--- config.mk ---
export PLATFORM = sky130hd
export DESIGN_NAME = serial_link_phy_tx_sched
export DESIGN_NICKNAME = d
export VERILOG_FILES = /design/src/rtl/serial_link_pkg.sv /design/src/rtl/serial_link_rr_pick.sv /design/src/rtl/serial_link_phy_tx_sched.sv
export SDC_FILE = /design/constraint.sdc
export NUM_CORES = 1
export LEC_CHECK = 0
export BUFFER_PORTS_ARGS = -buffer_cell sky130_fd_sc_hd__buf_2
export CORE_MARGIN = 4
export CORE_UTILIZATION = 45
export CTS_CLUSTER_SIZE = 16
export DETAILED_ROUTE_END_ITERATION = 16
export PLACE_DENSITY_LB_ADDON = 0.1
export SYNTH_ARGS = -nofsm -noshare
export SYNTH_HDL_FRONTEND = slang
export SYNTH_SLANG_ARGS = --single-unit
--- constraint.sdc ---
create_clock -name clk_i -period 3.3 [get_ports clk_i]
set_input_delay 0.165 -clock clk_i [delete_from_list [all_inputs] [get_ports clk_i]]
set_output_delay 0.165 -clock clk_i [all_outputs]
set_load 0.01 [all_outputs]
--- src/rtl/serial_link_pkg.sv ---
// Shared types for the serial link PHY TX scheduler: beat type, FSM states and the
// clock-divider/phase-shift configuration record with its legality check.
package serial_link_pkg;

    localparam int unsigned NumLanes = 8;
    // Width of one clock config field; matches $clog2(32)+1 for the default MaxClkDiv.
    localparam int unsigned PhyCfgW  = 6;

    typedef logic [2*NumLanes-1:0] phy_data_t;

    typedef enum logic [1:0] {StIdle, StSend, StGuard, StCfg} phy_sched_state_e;

    typedef struct packed {
        logic [PhyCfgW-1:0] clk_div;
        logic [PhyCfgW-1:0] shift_start;
        logic [PhyCfgW-1:0] shift_end;
    } phy_clk_cfg_t;

    function automatic logic phy_clk_cfg_valid(input phy_clk_cfg_t cfg);
        return (cfg.clk_div >= PhyCfgW'(2)) &&
               (cfg.shift_start < cfg.clk_div) &&
               (cfg.shift_end < cfg.clk_div) &&
               (cfg.shift_start != cfg.shift_end);
    endfunction

endpackage

--- src/rtl/serial_link_rr_pick.sv ---
// Combinational round-robin picker: first asserted request at or after the pointer,
// wrapping around.
module serial_link_rr_pick #(
    parameter int unsigned NumReq = 2,
    parameter int unsigned IdxW   = $clog2(NumReq)
) (
    input  logic [NumReq-1:0] req_i,
    input  logic [IdxW-1:0]   ptr_i,
    output logic [IdxW-1:0]   idx_o,
    output logic              valid_o
);

    logic [31:0] k;

    always_comb begin
        idx_o   = '0;
        valid_o = 1'b0;
        k       = '0;
        for (int unsigned i = 0; i < NumReq; i++) begin
            k = (32'(ptr_i) + i) % NumReq;
            if (!valid_o && req_i[IdxW'(k)]) begin
                idx_o   = IdxW'(k);
                valid_o = 1'b1;
            end
        end
    end

endmodule

--- src/rtl/serial_link_phy_tx_sched.sv ---
// Shares the PHY TX channel between requesters with burst-granular round-robin, guard gaps
// and quiescent-only clock config updates. Optional stats: SERIAL_LINK_PHY_SCHED_STATS_EN.
module serial_link_phy_tx_sched #(
    parameter int unsigned NumReq        = 2,
    parameter type         phy_data_t    = serial_link_pkg::phy_data_t,
    parameter int unsigned MaxClkDiv     = 32,
    parameter int unsigned MaxBurst      = 16,
    parameter int unsigned GuardCycles   = 4,
    parameter int unsigned DefaultClkDiv = 8,
    parameter int unsigned CW            = $clog2(MaxClkDiv) + 1
) (
    input  logic                      clk_i,
    input  logic                      rst_ni,
    input  logic [NumReq-1:0]         req_valid_i,
    input  phy_data_t [NumReq-1:0]    req_data_i,
    input  logic [NumReq-1:0]         req_last_i,
    output logic [NumReq-1:0]         req_ready_o,
    output phy_data_t                 phy_data_o,
    output logic                      phy_valid_o,
    input  logic                      phy_ready_i,
    input  logic [CW-1:0]             cfg_clk_div_i,
    input  logic [CW-1:0]             cfg_shift_start_i,
    input  logic [CW-1:0]             cfg_shift_end_i,
    input  logic                      cfg_update_i,
    output logic                      cfg_busy_o,
    output logic                      cfg_err_o,
    input  logic                      cfg_err_clr_i,
    output logic [CW-1:0]             phy_clk_div_o,
    output logic [CW-1:0]             phy_clk_shift_start_o,
    output logic [CW-1:0]             phy_clk_shift_end_o,
`ifdef SERIAL_LINK_PHY_SCHED_STATS_EN
    output logic [NumReq-1:0][31:0]   stat_beats_o,
    input  logic                      stat_clr_i,
`endif
    output logic [$clog2(NumReq)-1:0] grant_id_o
);

    import serial_link_pkg::*;

    localparam int unsigned GW  = $clog2(NumReq);
    localparam int unsigned BCW = $clog2(MaxBurst + 1);
    localparam int unsigned GCW = $clog2(GuardCycles + 1);
    localparam phy_clk_cfg_t DefaultCfg = '{
        clk_div:     PhyCfgW'(DefaultClkDiv),
        shift_start: '0,
        shift_end:   PhyCfgW'(DefaultClkDiv / 2)
    };

    phy_sched_state_e state_q, state_d;
    logic [GW-1:0]    grant_q, grant_d, rr_ptr_q, rr_ptr_d, pick_idx;
    logic             pick_any;
    logic [BCW-1:0]   beat_cnt_q, beat_cnt_d;
    logic [GCW-1:0]   guard_cnt_q, guard_cnt_d;
    phy_clk_cfg_t     stage_q, stage_d, active_q, active_d;
    logic             pending_q, pending_d, err_q, err_d, err_set;
    logic             beat, burst_end;

    serial_link_rr_pick #(
        .NumReq (NumReq),
        .IdxW   (GW)
    ) u_rr_pick (
        .req_i   (req_valid_i),
        .ptr_i   (rr_ptr_q),
        .idx_o   (pick_idx),
        .valid_o (pick_any)
    );

    // The granted requester is wired straight through; everyone else sees ready low.
    always_comb begin
        phy_valid_o = 1'b0;
        phy_data_o  = '0;
        req_ready_o = '0;
        if (state_q == StSend) begin
            phy_valid_o          = req_valid_i[grant_q];
            phy_data_o           = req_data_i[grant_q];
            req_ready_o[grant_q] = phy_ready_i;
        end
    end

    assign beat      = phy_valid_o & phy_ready_i;
    assign burst_end = beat & (req_last_i[grant_q] | (beat_cnt_q == BCW'(MaxBurst - 1)));

    always_comb begin
        state_d     = state_q;
        grant_d     = grant_q;
        rr_ptr_d    = rr_ptr_q;
        beat_cnt_d  = beat_cnt_q;
        guard_cnt_d = guard_cnt_q;
        stage_d     = stage_q;
        active_d    = active_q;
        pending_d   = pending_q;
        err_d       = err_q;
        err_set     = 1'b0;
        unique case (state_q)
            StIdle: begin
                if (pending_q) begin
                    state_d = StCfg;
                end else if (pick_any) begin
                    grant_d    = pick_idx;
                    beat_cnt_d = '0;
                    state_d    = StSend;
                end
            end
            StSend: begin
                if (beat) beat_cnt_d = beat_cnt_q + 1'b1;
                if (burst_end) begin
                    rr_ptr_d    = GW'((32'(grant_q) + 32'd1) % NumReq);
                    guard_cnt_d = '0;
                    state_d     = StGuard;
                end
            end
            StGuard: begin
                if (guard_cnt_q == GCW'(GuardCycles - 1)) state_d = StIdle;
                else guard_cnt_d = guard_cnt_q + 1'b1;
            end
            StCfg: begin
                if (phy_clk_cfg_valid(stage_q)) active_d = stage_q;
                else err_set = 1'b1;
                pending_d   = 1'b0;
                guard_cnt_d = '0;
                state_d     = StGuard;
            end
            default: state_d = StIdle;
        endcase
        // A pulse landing in the CFG cycle re-arms pending with fresh staging.
        if (cfg_update_i) begin
            stage_d   = '{clk_div: cfg_clk_div_i, shift_start: cfg_shift_start_i,
                          shift_end: cfg_shift_end_i};
            pending_d = 1'b1;
        end
        if (err_set) err_d = 1'b1;
        else if (cfg_err_clr_i) err_d = 1'b0;
    end

    always_ff @(posedge clk_i or negedge rst_ni) begin
        if (!rst_ni) begin
            state_q     <= StIdle;
            grant_q     <= '0;
            rr_ptr_q    <= '0;
            beat_cnt_q  <= '0;
            guard_cnt_q <= '0;
            stage_q     <= DefaultCfg;
            active_q    <= DefaultCfg;
            pending_q   <= 1'b0;
            err_q       <= 1'b0;
        end else begin
            state_q     <= state_d;
            grant_q     <= grant_d;
            rr_ptr_q    <= rr_ptr_d;
            beat_cnt_q  <= beat_cnt_d;
            guard_cnt_q <= guard_cnt_d;
            stage_q     <= stage_d;
            active_q    <= active_d;
            pending_q   <= pending_d;
            err_q       <= err_d;
        end
    end

    assign cfg_busy_o            = pending_q;
    assign cfg_err_o             = err_q;
    assign grant_id_o            = grant_q;
    assign phy_clk_div_o         = active_q.clk_div;
    assign phy_clk_shift_start_o = active_q.shift_start;
    assign phy_clk_shift_end_o   = active_q.shift_end;

`ifdef SERIAL_LINK_PHY_SCHED_STATS_EN
    logic [NumReq-1:0][31:0] stat_q, stat_d;

    // Clear wins over a coincident beat; counters saturate at all-ones.
    always_comb begin
        stat_d = stat_q;
        for (int unsigned i = 0; i < NumReq; i++) begin
            if (stat_clr_i) stat_d[i] = '0;
            else if (beat && (grant_q == GW'(i)) && (stat_q[i] != '1)) stat_d[i] = stat_q[i] + 1'b1;
        end
    end

    always_ff @(posedge clk_i or negedge rst_ni) begin
        if (!rst_ni) stat_q <= '0;
        else stat_q <= stat_d;
    end

    assign stat_beats_o = stat_q;
`endif

endmodule

# After elaboration in Yosys (flattened, before gate mapping)
# Cells that the tools add are included.
# W data, S select, Z words.
totals:
  ram_bits: 0
  register_bits: 50
  input_bits: 59
  elab_cells: 96
  romBits: 0
  output_inout_bits: 40
  memories: 0
  latchBits: 0
classes:
  n_bitwise: 5
  mul: 0
  n_addsub: 4
  n_div: 0
  shifts: 0
  n_eq_ne: 13
  reduce_logical: 17
  mux: 37
  order_cmp: 7
ops:
  columns: ["op", "count"]
  rows:
  - ["$mux W16", 3]
  - ["$mux W1", 20]
  - ["$mux W5", 3]
  - ["$lt A6 B6 Y1", 2]
  - ["$ne A2 B2 Y1 const B", 6]
  - ["$mux W2", 5]
  - ["$pmux W5 S2", 1]
  - ["$pmux W3 S3", 1]
  - ["$reduce_and A3 Y1", 3]
  - ["$pmux W2 S4", 1]
  - ["$ge A6 B2 Y1 const B", 1]
  - ["$lt A1 B2 Y1 const B", 3]
  - ["$mux W3", 2]
  - ["$ne A6 B6 Y1", 1]
  - ["$reduce_bool A2 Y1", 3]
  - ["$add A5 B1 Y5 const B", 1]
  - ["$eq A5 B4 Y1 const B", 1]
  - ["$logic_and A1 B1 Y1", 5]
  - ["$eq A2 B2 Y1 const B", 2]
  - ["$reduce_and A2 Y1", 2]
  - ["$reduce_and A4 Y1", 1]
  - ["$add A3 B1 Y3 const B", 1]
  - ["$eq A3 B2 Y1 const B", 1]
  - ["$ne A3 B3 Y1 const B", 1]
  - ["11 further kinds", 13]

# Depth between registers and ports, before layout
logic_depth:
  ltp_word: 9
  ltp_mapped: 9
  mapped_depth_nobuf: 7

# Cells and area by module
# A second synthesis with hierarchy kept.
unflattened:
  hier_cells: 234
  area_unflattened_um2: 2648.8
modules_own_cells:
  columns: ["mod", "instances", "seq_area_each_um2", "cells_each", "area_per_inst_um2"]
  rows:
  - ["serial_link_phy_tx_sched", 1, 1256.2, 231, 2631.3]
  - ["serial_link_rr_pick", 1, 0.0, 3, 17.5]

# Worst setup path before layout
# Ideal clock, no wire load.
synth_timing:
  path_kind: "reg-to-reg"
  start: "register stage_q[15] in the netlist's numbering"
  end: "register active_q, in the netlist phy_clk_div_o[0]"
  required_time_ns: 3.175
  arrival_ns: 2.383
  stages_incl_launch_ff: 10
  setup_ns: 0.125
  slack_ns: 0.792
  path_buffers: 2
  cell_sequence: "dfstp_2 -> inv_1 -> ha_1 -> a21oi_1 -> o211ai_1 -> a211o_1 -> or4_1 -> buf_6 -> buf_12 -> mux2_4"
synth_via:
  elab_chain_cells: 5
synth_lines:
  columns: ["item", "line", "text"]
  rows:
  - ["start, declared", "serial_link_phy_tx_sched.sv:54", "phy_clk_cfg_t stage_q, stage_d, active_q, active_d;"]
  - ["start signal, assigned", "serial_link_phy_tx_sched.sv:142", "stage_q <= DefaultCfg;"]
  - ["start signal, assigned", "serial_link_phy_tx_sched.sv:152", "stage_q <= stage_d;"]
  - ["$ge A6 B2 Y1 / $lt A6 B6 Y1 (equally long branches)", "serial_link_pkg.sv:20, serial_link_pkg.sv:21", null]
  - ["$logic_and A1 B1 Y1", "serial_link_pkg.sv:20", "return (cfg.clk_div >= PhyCfgW'(2)) &&"]
  - ["$logic_and A1 B1 Y1 (*)", "serial_link_pkg.sv:21", "(cfg.shift_start < cfg.clk_div) &&"]
  - ["$logic_and A1 B1 Y1 (*)", "serial_link_pkg.sv:22", "(cfg.shift_end < cfg.clk_div) &&"]
  - ["$reduce_and A2 Y1 (no source line) (*)", null, null]
  - ["end signal, assigned", "serial_link_phy_tx_sched.sv:143", "active_q <= DefaultCfg;"]
  - ["end signal, assigned", "serial_link_phy_tx_sched.sv:153", "active_q <= active_d;"]
  - ["end, declared", "serial_link_phy_tx_sched.sv:54", null]
# Every way passes the cells marked *; elsewhere a longest branch is shown, timed or not.
# A chain may end at the register's enable or synchronous reset.

# Worst setup path in the final report
layout_timing:
  start: "register stage_q[15] in the netlist's numbering"
  end: "register active_q, in the netlist phy_clk_shift_start_o[3]"
# Same word-level chain as after synthesis.

==> flow_summary.toml <==
[synthesis]
syn-num-nets = 309
yosysSeqAreaShare = 0.474
synthDistinctLibCells = 38
synth_flop_cell = "dfrtp_1"
yosysWarnings = 0
synthTopCellsByCount = "46 x dfrtp_1, 26 x nor2_1, 21 x mux2_2"
synth_area_leaders = "dfrtp_1 43%, mux2_2 8.9%, ha_1 6.6%"
yosysTopAreaCell = "dfrtp_1"
synth_seq_cells = 50
syn_inst = 236
synthMostInstantiatedCell = "dfrtp_1"
synth-edff-count = 0
syn_avg_cell_area_um2 = 11.2
synthArstFlopShare = 1.00
syn_area_mm2 = 0.00265
synth_top_area_share = 0.434

[routing]
drt-initial-drc-count = 55
drc = 0
vias = 2038
firstDrtPassIters = 4
wl_per_cell_um = 14.1
routed_via_density = 5.00
finalWirelength_um = 5740
detail-route-antenna-nets = 0

[min_path]
hold_start = "cfg_err_clr_i"
min_to = "cfg_err_o"
hold_class = "in -> reg"
min_path_cells = 2

[timing]
period_share = 0.782
fin_skew_ns = 0.00551
max_slew_margin = 0.576
post-route-worst-setup-slack_ns = 0.721
rsz0062_at_grt = "false"
fin_tns_setup_ns = 0
hold_viol = 0
fmax_mhz = 388
worst_pin_slew_ns = 0.636
setup_viol = 0
min_period_ns = 2.58
slew_viol_final = 0

[critical_path]
startpoint_type = "flip-flop"
critical_path.max_fanout = 10
r2r_end = "phy_clk_shift_start_o[3]"
cp-startpoint = "stage_q[15]"
crit_family = "flip-flops"
worstPathCellList = "inv_1 -> ha_1 -> a21oi_1 -> o211ai_1 -> a211o_1 -> or4_1 -> buf_4 -> mux2_4"
ff2ff_path_depth = 8
cp.required_ns = 3.49
regToRegSetupSlack_ns = 0.72
r2r_start = "stage_q[15]"
cp-end-kind = "flip-flop"
critPathArrivalTime_ns = 2.77
worst-setup-path-type = "reg -> reg"
cp_num_buf_inv = 2
cpMaxStageDelayCell = "dfstp_2"
slowest_delay_ns = 0.55

[floorplan]
initial_core_util = 0.473
die_y_um = 84.8
die_x_um = 84.8
ioPinCount = 99
core_area_mm2 = 0.00561
rows = 27
die-area_mm2 = 0.00719

[grt]
grt_pass1_wl_um = 9650
first_global_vias = 2092
antenna_found_initial = 0
grt_overflow = 0
grt.total_usage = 0.166
grt_start_max_net_pins = 30

[cts]
postCtsSetupRepairBufs = 0
cts_resized = 0
clock_latency_ns = 0.30
cts-buffers-inserted = 5
clk_pin_slew_ns = 0.08
cts_sinks = 50
tritoncts = "built"
htreeDepth = 2
cts_root_buf = "clkbuf_8"
clk_path_buf_depth = 2
cts_hold_buf = 1

[placed_design]
dp_slack_ns = 0.742
place.gp.congestion = 0.846
dpl.cell_count = 399
io_buffers = 98
placed_area_mm2 = 0.00320
hpwl_um = 4550

[final_layout]
antenna_cells = 0
areaGrowthSynthToFinish_pct = 24.4
final_nets = 408
drive_gt1_frac = 0.438
final_area_mm2 = 0.00330
fillers = 541
final_cells = 408

[power_and_ir_drop]
p_per_area_mw_per_mm2 = 668
peakVddDrop_uv = 354
p_leak_nw = 1.72

[run]
maxCapViolations = 0

[status]
status = "finished, final reports clean"
how the worst max path moves through the flow:
stage | end | slack, ns | depth (start not counted)
after global routing | phy_clk_shift_start_o[3] | 0.59 | 8
after global placement | phy_clk_div_o[4] | 0.80 | 8
after CTS | phy_clk_shift_start_o[3] | 0.73 | 8
after detailed placement | phy_clk_shift_start_o[4] | 0.74 | 8
final | phy_clk_shift_start_o[3] | 0.72 | 8
after floorplan | phy_clk_div_o[0] | 0.79 | 9
flip-flops by register name, indices dropped and copies added (netlist names):
register	flops
phy_clk_shift_end_o	6
state_q	2
cfg_busy_o	1
stage_q	18
cfg_err_o	1
phy_clk_div_o	6
rr_ptr_q	1
beat_cnt_q	5
grant_id_o	1
phy_clk_shift_start_o	6
guard_cnt_q	3
kinds of logic after synthesis:
| logic type | share of synthesized area |
|---|---|
| simple gates | 0.109 |
| flops | 0.474 |
| mux | 0.210 |
| compound gates | 0.0778 |
| buf+inv | 0.0373 |
| fa+ha+maj | 0.0660 |
| xor+xnor | 0.0264 |
placed cells by master (no fill, tap or decap), drive strengths merged, types with 7 or more instances in the layout:
cell / netlist / routed
o21ai: 12 / 12
mux2: 31 / 31
nand2: 15 / 15
nor2: 26 / 26
buf: 4 / 102
a21oi: 7 / 7
dfrtp: 46 / 46
inv: 9 / 9
clkbuf: 7 / 7
mux2i: 17 / 17
ha: 14 / 14
metrics by stage:
step / total power [mW] / hold slack (ns) / utilization
global route: 2.38 / 0.0441 / 0.588
floorplan: 1.57 / -0.131 / -
detailed placement: 1.87 / 0.223 / 0.570
finish: 2.21 / 0.0579 / 0.588
global placement: 1.85 / 0.223 / 0.570
CTS: 2.24 / 0.0490 / 0.588
layer usage:
metal / up-vias / wire length, um / track usage
met2: 39 / 2760 / 0.264
li1: 1015 / - / -
met3: 7 / 231 / 0.0393
met1: 977 / 2690 / 0.227
met4: 0 / 61 / 0.0475
met5: - / 0 / 0
area by class of cell:
class	instances	area [um2]	share of cell area
Inverter	9	33.8	0.0102
Multi-Input combinational cell	166	1300	0.393
Clock inverter	1	5.00	0.00152
Timing Repair Buffer	103	531	0.161
Sequential cell	50	1260	0.381
Tap cell	72	90.1	0.0273
Clock buffer	7	86.3	0.0262
where the power goes:
group          total (mW)  internal [mW]  switching [mW]
registers           0.955          0.808           0.147
clock network       0.357          0.169           0.187
logic               0.894          0.472           0.422
No activity file was read; power rests on OpenSTA's default activity.
